`config.mk`:
```
export PLATFORM = sky130hd
export DESIGN_NAME = frame_renderer
export DESIGN_NICKNAME = d
export VERILOG_FILES = /design/src/rtl/frame_renderer_pkg.sv /design/src/rtl/hex_glyph_rom.sv /design/src/rtl/frame_renderer.sv
export SDC_FILE = /design/constraint.sdc
export NUM_CORES = 2
export LEC_CHECK = 0
export BUFFER_PORTS_ARGS = -buffer_cell sky130_fd_sc_hd__clkbuf_2
export CORE_AREA = 2 2 483 485
export CTS_BUF_LIST = sky130_fd_sc_hd__clkbuf_4 sky130_fd_sc_hd__clkbuf_8 sky130_fd_sc_hd__clkbuf_16
export CTS_CLUSTER_SIZE = 24
export DETAILED_ROUTE_END_ITERATION = 7
export DIE_AREA = 0 0 485 487
export PLACE_DENSITY = 0.57
export SLEW_MARGIN = 20
export SYNTH_ARGS = -nofsm -noshare
export SYNTH_HDL_FRONTEND = slang
export SYNTH_HIERARCHICAL = 1
export SYNTH_SLANG_ARGS = --single-unit
```
`constraint.sdc`:
```
create_clock -name clock -period 4.6 [get_ports clock]
set_clock_uncertainty 0.05 [all_clocks]
set_input_delay 0.92 -clock clock [delete_from_list [all_inputs] [get_ports clock]]
set_output_delay 0.92 -clock clock [all_outputs]
set_load 0.05 [all_outputs]
```
`src/rtl/frame_renderer_pkg.sv`:
```
// frame_renderer_pkg: framebuffer geometry, FSM states and the 3x5 hex font shared by the renderer.
package frame_renderer_pkg;
  localparam int FB_COLS = 40;
  localparam int FB_ROWS = 30;
  localparam int FB_BITS = FB_COLS * FB_ROWS;
  localparam int GLYPH_W = 3;
  localparam int GLYPH_H = 5;
  typedef enum logic [1:0] {IDLE, DRAW, PUBLISH} state_e;
  // Row 0 sits in bits [14:12]; within a row bit 2 is the leftmost pixel.
  localparam logic [14:0] FONT [16] = '{
    15'b111_101_101_101_111, 15'b010_110_010_010_111,
    15'b111_001_111_100_111, 15'b111_001_111_001_111,
    15'b101_101_111_001_001, 15'b111_100_111_001_111,
    15'b111_100_111_101_111, 15'b111_001_001_001_001,
    15'b111_101_111_101_111, 15'b111_101_111_001_111,
    15'b111_101_111_101_101, 15'b110_101_110_101_110,
    15'b111_100_100_100_111, 15'b110_101_101_101_110,
    15'b111_100_111_100_111, 15'b111_100_111_100_100
  };
endpackage

```
`src/rtl/hex_glyph_rom.sv`:
```
// hex_glyph_rom: one 3-pixel row of a hex digit glyph; blank below the glyph height.
module hex_glyph_rom
  import frame_renderer_pkg::*;
(
  input  logic [3:0]         digit,
  input  logic [2:0]         row,
  output logic [GLYPH_W-1:0] bits
);
  logic [3:0] sh;
  always_comb begin
    sh = 4'd12 - 4'(row) * 4'd3;
    bits = row >= 3'(GLYPH_H) ? '0 : GLYPH_W'(FONT[digit] >> sh);
  end
endmodule

```
`src/rtl/frame_renderer.sv`:
```
// frame_renderer: renders three column bytes as hex glyph pairs into a work buffer,
// then publishes the whole frame to the framebuffer in one edge.
module frame_renderer
  import frame_renderer_pkg::*;
#(
  parameter int X1 = 4,
  parameter int X2 = 16,
  parameter int X3 = 28
) (
  input  logic               clock,
  input  logic               reset_n,
  input  logic               frame_start,
  input  logic [2:0]         visible,
  input  logic [7:0]         letter1,
  input  logic [7:0]         letter2,
  input  logic [7:0]         letter3,
  input  logic [4:0]         ypos1,
  input  logic [4:0]         ypos2,
  input  logic [4:0]         ypos3,
  output logic [FB_BITS-1:0] framebuffer,
  output logic               busy,
  output logic               done,
  output logic               overrun
);
  if (X1 > 33 || X2 > 33 || X3 > 33) begin : g_bad_x
    $error("frame_renderer: glyph pair would exceed column 39");
  end
  state_e state_q, state_d;
  logic [2:0] r_q, r_d;
  logic dig_q, dig_d;
  logic [1:0] col_q, col_d;
  logic [2:0] vis_q, vis_d;
  logic [2:0][7:0] let_q, let_d;
  logic [2:0][4:0] ypos_q, ypos_d;
  logic [FB_BITS-1:0] work_q, work_d, fb_q, fb_d, mask;
  logic done_q, done_d, overrun_q, overrun_d;
  logic [7:0] letter;
  logic [3:0] digit;
  logic [GLYPH_W-1:0] bits;
  logic [5:0] xk, x, row;
  logic [10:0] pos;
  logic wr, last, accept, draw;
  hex_glyph_rom u_rom (.digit(digit), .row(r_q), .bits(bits));
  always_ff @(posedge clock or negedge reset_n) begin
    if (!reset_n) begin
      state_q   <= IDLE;
      r_q       <= '0;
      dig_q     <= 1'b0;
      col_q     <= '0;
      vis_q     <= '0;
      let_q     <= '0;
      ypos_q    <= '0;
      work_q    <= '0;
      fb_q      <= '0;
      done_q    <= 1'b0;
      overrun_q <= 1'b0;
    end else begin
      state_q   <= state_d;
      r_q       <= r_d;
      dig_q     <= dig_d;
      col_q     <= col_d;
      vis_q     <= vis_d;
      let_q     <= let_d;
      ypos_q    <= ypos_d;
      work_q    <= work_d;
      fb_q      <= fb_d;
      done_q    <= done_d;
      overrun_q <= overrun_d;
    end
  end
  always_comb begin
    last = col_q == 2'd2 && dig_q && r_q == 3'd4;
    state_d = state_q == IDLE ? (frame_start ? DRAW : IDLE) :
              state_q == DRAW ? (last ? PUBLISH : DRAW) : IDLE;
  end
  // Glyph pixel placement: bit 2 of the ROM row lands on the leftmost column x.
  always_comb begin
    accept = state_q == IDLE && frame_start;
    draw = state_q == DRAW;
    letter = let_q[col_q];
    digit = dig_q ? letter[3:0] : letter[7:4];
    xk = col_q == 2'd0 ? 6'(X1) : col_q == 2'd1 ? 6'(X2) : 6'(X3);
    x = xk + (dig_q ? 6'd4 : 6'd0);
    row = {1'b0, ypos_q[col_q]} + {3'b0, r_q};
    pos = 11'(row) * 11'd40 + 11'(x);
    mask = FB_BITS'({bits[0], bits[1], bits[2]}) << pos;
    wr = row < 6'(FB_ROWS) && vis_q[col_q];
    vis_d = accept ? visible : vis_q;
    let_d = accept ? {letter3, letter2, letter1} : let_q;
    ypos_d = accept ? {ypos3, ypos2, ypos1} : ypos_q;
    work_d = accept ? '0 : (draw && wr) ? (work_q | mask) : work_q;
    r_d = accept ? 3'd0 : draw ? (r_q == 3'd4 ? 3'd0 : r_q + 3'd1) : r_q;
    dig_d = accept ? 1'b0 : (draw && r_q == 3'd4) ? ~dig_q : dig_q;
    col_d = accept ? 2'd0 : (draw && r_q == 3'd4 && dig_q) ? col_q + 2'd1 : col_q;
    fb_d = state_q == PUBLISH ? work_q : fb_q;
    done_d = state_q == PUBLISH;
    overrun_d = frame_start && state_q != IDLE;
  end
  always_comb begin
    framebuffer = fb_q;
    busy = state_q != IDLE;
    done = done_q;
    overrun = overrun_q;
  end
endmodule

```
==> run_results.csv <==
group,metric,value,unit
layout,nets,8854,
critical_path,ff2ff_setup_slack,-0.04,ns
power_and_ir_drop,p_leak,49.8,nW
global_routing,antenna_found_initial,25,
global_routing,grt-ovfl-total,0,
synth,synth_top_area_cell,"dfrtp_1",
clock_network,clock_path_buffers,3,
clock_network,cts-buffers-inserted,198,
sta,slew_viol_final,0,
layout,final_cell_area,93800,um^2
layout,num-fill-cells,22700,
synth,synthesis.area,72900,um^2
power_and_ir_drop,total_power,75.4,mW
synth,netlist_top_cells_count,"nand2_1, dfrtp_1, o21ai_0",
placed_design,portBuffers,947,
worst_hold_path,min_from,"letter3[2]",
critical_path,worstPathArrival,5.37,ns
sta,setup_ws,-0.0418,ns
synth,yosysMostFrequentCell,"nand2_1",
detailed_routing,vias,59600,
detailed_routing,ant_nets,0,
sta,setup_viol_count_final,45,
power_and_ir_drop,pwr_density_cell,803,nW/um^2
worst_hold_path,min_to,"let_q[18]$_DFFE_PN0P_",
clock_network,cts.sinks,1852,
synth,synthArstFlopShare,1.00,
sta,rsz0062_at_grt,"true",
global_routing,grt_pass1_wl,428000,um
detailed_routing,first_pass_iters,5,
status,status,"finished, violations left",
placed_design,hpwl,208000,um
critical_path,r2r_start,"col_q[1]$_DFFE_PN0P_",
sta,fin_crit_sh,1.01,
synth,synth_cells,7487,
synth,synth_seq_cells,1852,
detailed_routing,drt_wl_total,307000,um
global_routing,grt_max_degree,185,
clock_network,worstSkewPairLatency,0.89,ns
layout,drive_above_1_share,0.235,
worst_hold_path,hold_depth,3,
floorplanning,coreArea,231000,um^2
critical_path,worstRegToRegCells,20,
floorplanning,fp.dieW,485,um
floorplanning,die-area,236000,um^2
synth,synth-main-ff-cell,"dfrtp_1",
detailed_routing,drc,0,
sta,tightest_slew,1.06,ns
flow_run,drv_cap,0,
synth,synth_edf_count,0,
power_and_ir_drop,ir_drop,1.30,mV
placed_design,place.gp.congestion,0.885,
detailed_routing,via_per_inst,4.97,
synth,yosysSeqAreaShare,0.635,
critical_path,worstSetupEndpointType,"flip-flop",
status,violations,"setup timing",
critical_path,r2r-end,"work_q[757]$_DFFE_PN0P_",
sta,finalHoldViolCount,0,
floorplanning,start_util,0.315,
synth,yosysTopAreaCellShare,0.635,
worst_hold_path,hp-class,"in -> reg",
floorplanning,ios,1248,
synth,yosys_warnings,6,
detailed_routing,drtIter0Drc,5270,
critical_path,critPathLaunchType,"flip-flop",
critical_path,worstPathMaxFanout,34,
clock_network,cts_tree,"built",
floorplanning,die_h,487,um
synth,ys_types,74,
critical_path,crit_required,5.33,ns
floorplanning,rows,177,
synth,synth_area_leaders,"dfrtp_1, nand2_1, a22o_1",
sta,slew_headroom,0.292,
layout,area_delta_synth_final,28.6,%
synth,synth_area_per_cell,9.74,um^2
detailed_routing,wl_per_cell,25.6,um
critical_path,critical_path_class,"reg -> reg",
clock_network,cts_max_level,4,
clock_network,clk_pin_slew,0.06,ns
clock_network,cts_root_buf,"clkbuf_16",
placed_design,place_area,84500,um^2
global_routing,grt_pass1_vias,58700,
sta,fmax,0.215,GHz
global_routing,grt.total_usage,0.249,
sta,min_period,4.64,ns
==> worst max-delay path by stage <==
stage	start	endpoint	slack (ns)	depth (start not counted)
after floorplan	col_q[1]$_DFFE_PN0P_	work_q[1069]$_DFFE_PN0P_	0.02	21
after global placement	col_q[1]$_DFFE_PN0P_	work_q[600]$_DFFE_PN0P_	-0.42	16
after detailed placement	col_q[1]$_DFFE_PN0P_	work_q[26]$_DFFE_PN0P_	-0.41	16
after CTS	col_q[1]$_DFFE_PN0P_	work_q[165]$_DFFE_PN0P_	0.005	21
after global routing	col_q[1]$_DFFE_PN0P_	work_q[757]$_DFFE_PN0P_	-0.14	20
final	col_q[1]$_DFFE_PN0P_	work_q[757]$_DFFE_PN0P_	-0.04	20
==> critical path, cell delays in order, from the launching register on <==
cell and delay, ns:
dfrtp_2 0.45, mux2i_1 0.24, o21ai_1 0.09, ha_2 0.20
fa_2 0.41, a21oi_2 0.19, nor2_2 0.07, xnor2_2 0.21
ha_4 0.25, fa_2 0.36, a21o_1 0.20, a21oi_2 0.15
buf_4 0.14, nor4_4 0.04, buf_4 0.15, nor2_4 0.20
xnor2_2 0.17, buf_12 0.17, and3_4 0.27, buf_12 0.26
a22o_1 0.19
==> where the power goes <==
part	total (mW)	internal (mW)	switching (mW)
clock network	17.1	9.92	7.17
registers	17.6	17.1	0.509
logic	40.7	14.8	25.8
==> timing repair <==
action                                  CTS  global route
pin swaps                                26            52
hold buffers                              1             0
hold endpoints to repair                 36             0
endpoints found under the setup margin  892           892
buffers inserted                         32            20
gates cloned                             15            17
resized for setup                        97           173
==> layer usage <==
metal	GRT usage	up-vias	part of all wire	wire [um]
li1	-	26200	-	-
met1	0.338	30500	0.43	132000
met2	0.387	2413	0.46	140000
met3	0.0518	465	0.070	21700
met4	0.106	10	0.045	13800
met5	0	-	0.00025	78
==> through the flow <==
| step | setup TNS [ns] | cells | worst slack (ns) | utilization | hold slack (ns) |
|---|---|---|---|---|---|
| 2_1_floorplan | 0 | 7786 | 0.0249 | - | 0.389 |
| 4_1_cts | 0 | 12000 | 0.00456 | 0.401 | 0.112 |
| 3_3_place_gp | -203.65 | 11500 | -0.420 | 0.365 | 0.397 |
| 6_report | -0.578 | 12000 | -0.0418 | 0.405 | 0.192 |
| 5_1_grt | -26.53 | 12000 | -0.135 | 0.405 | 0.137 |
| 3_5_place_dp | -168.35 | 11500 | -0.411 | 0.365 | 0.398 |
==> layout by cell type (no fill, tap or decap), types with 40 or more instances in the layout <==
cell type and count:
buf_12 151, nand2_1 3386, o21ai_0 376, buf_4 384, conb_1 300, clkbuf_2 946
a22o_1 396, clkbuf_16 214, dfrtp_1 1851, nand3_1 53, nor3_1 43, o21ai_1 42
a31oi_1 40, clkbuf_8 44, nor2_1 126
==> kinds of logic after synthesis <==
group	share of synthesized area
DFF	0.635
muxes	0.00323
adders and majority gates	0.00649
AOI/OAI and AO/OA	0.0948
xor gates and xnor gates	0.00263
and+or+nand+nor	0.200
buffers and inverters	0.0574
other	0.0000514
==> registers in the layout, indices dropped and copies added (netlist names) <==
register     cells
r_q              3
ypos_q          15
col_q            2
overrun          1
vis_q            3
framebuffer    900
state_q          2
done             1
dig_q            1
let_q           24
work_q         900
==> layout make-up <==
type,count,area [um^2],area share
Sequential cell,1852,46300,0.494
Multi-Input combinational cell,5147,24500,0.261
Timing Repair Buffer,1551,12000,0.128
Clock buffer,276,5850,0.0624
Tap cell,3043,3810,0.0406
Clock inverter,90,1180,0.0126
Inverter,23,97.6,0.00104
Antenna cell,9,22.5,0.000240
(Power assumes the default switching activity.)
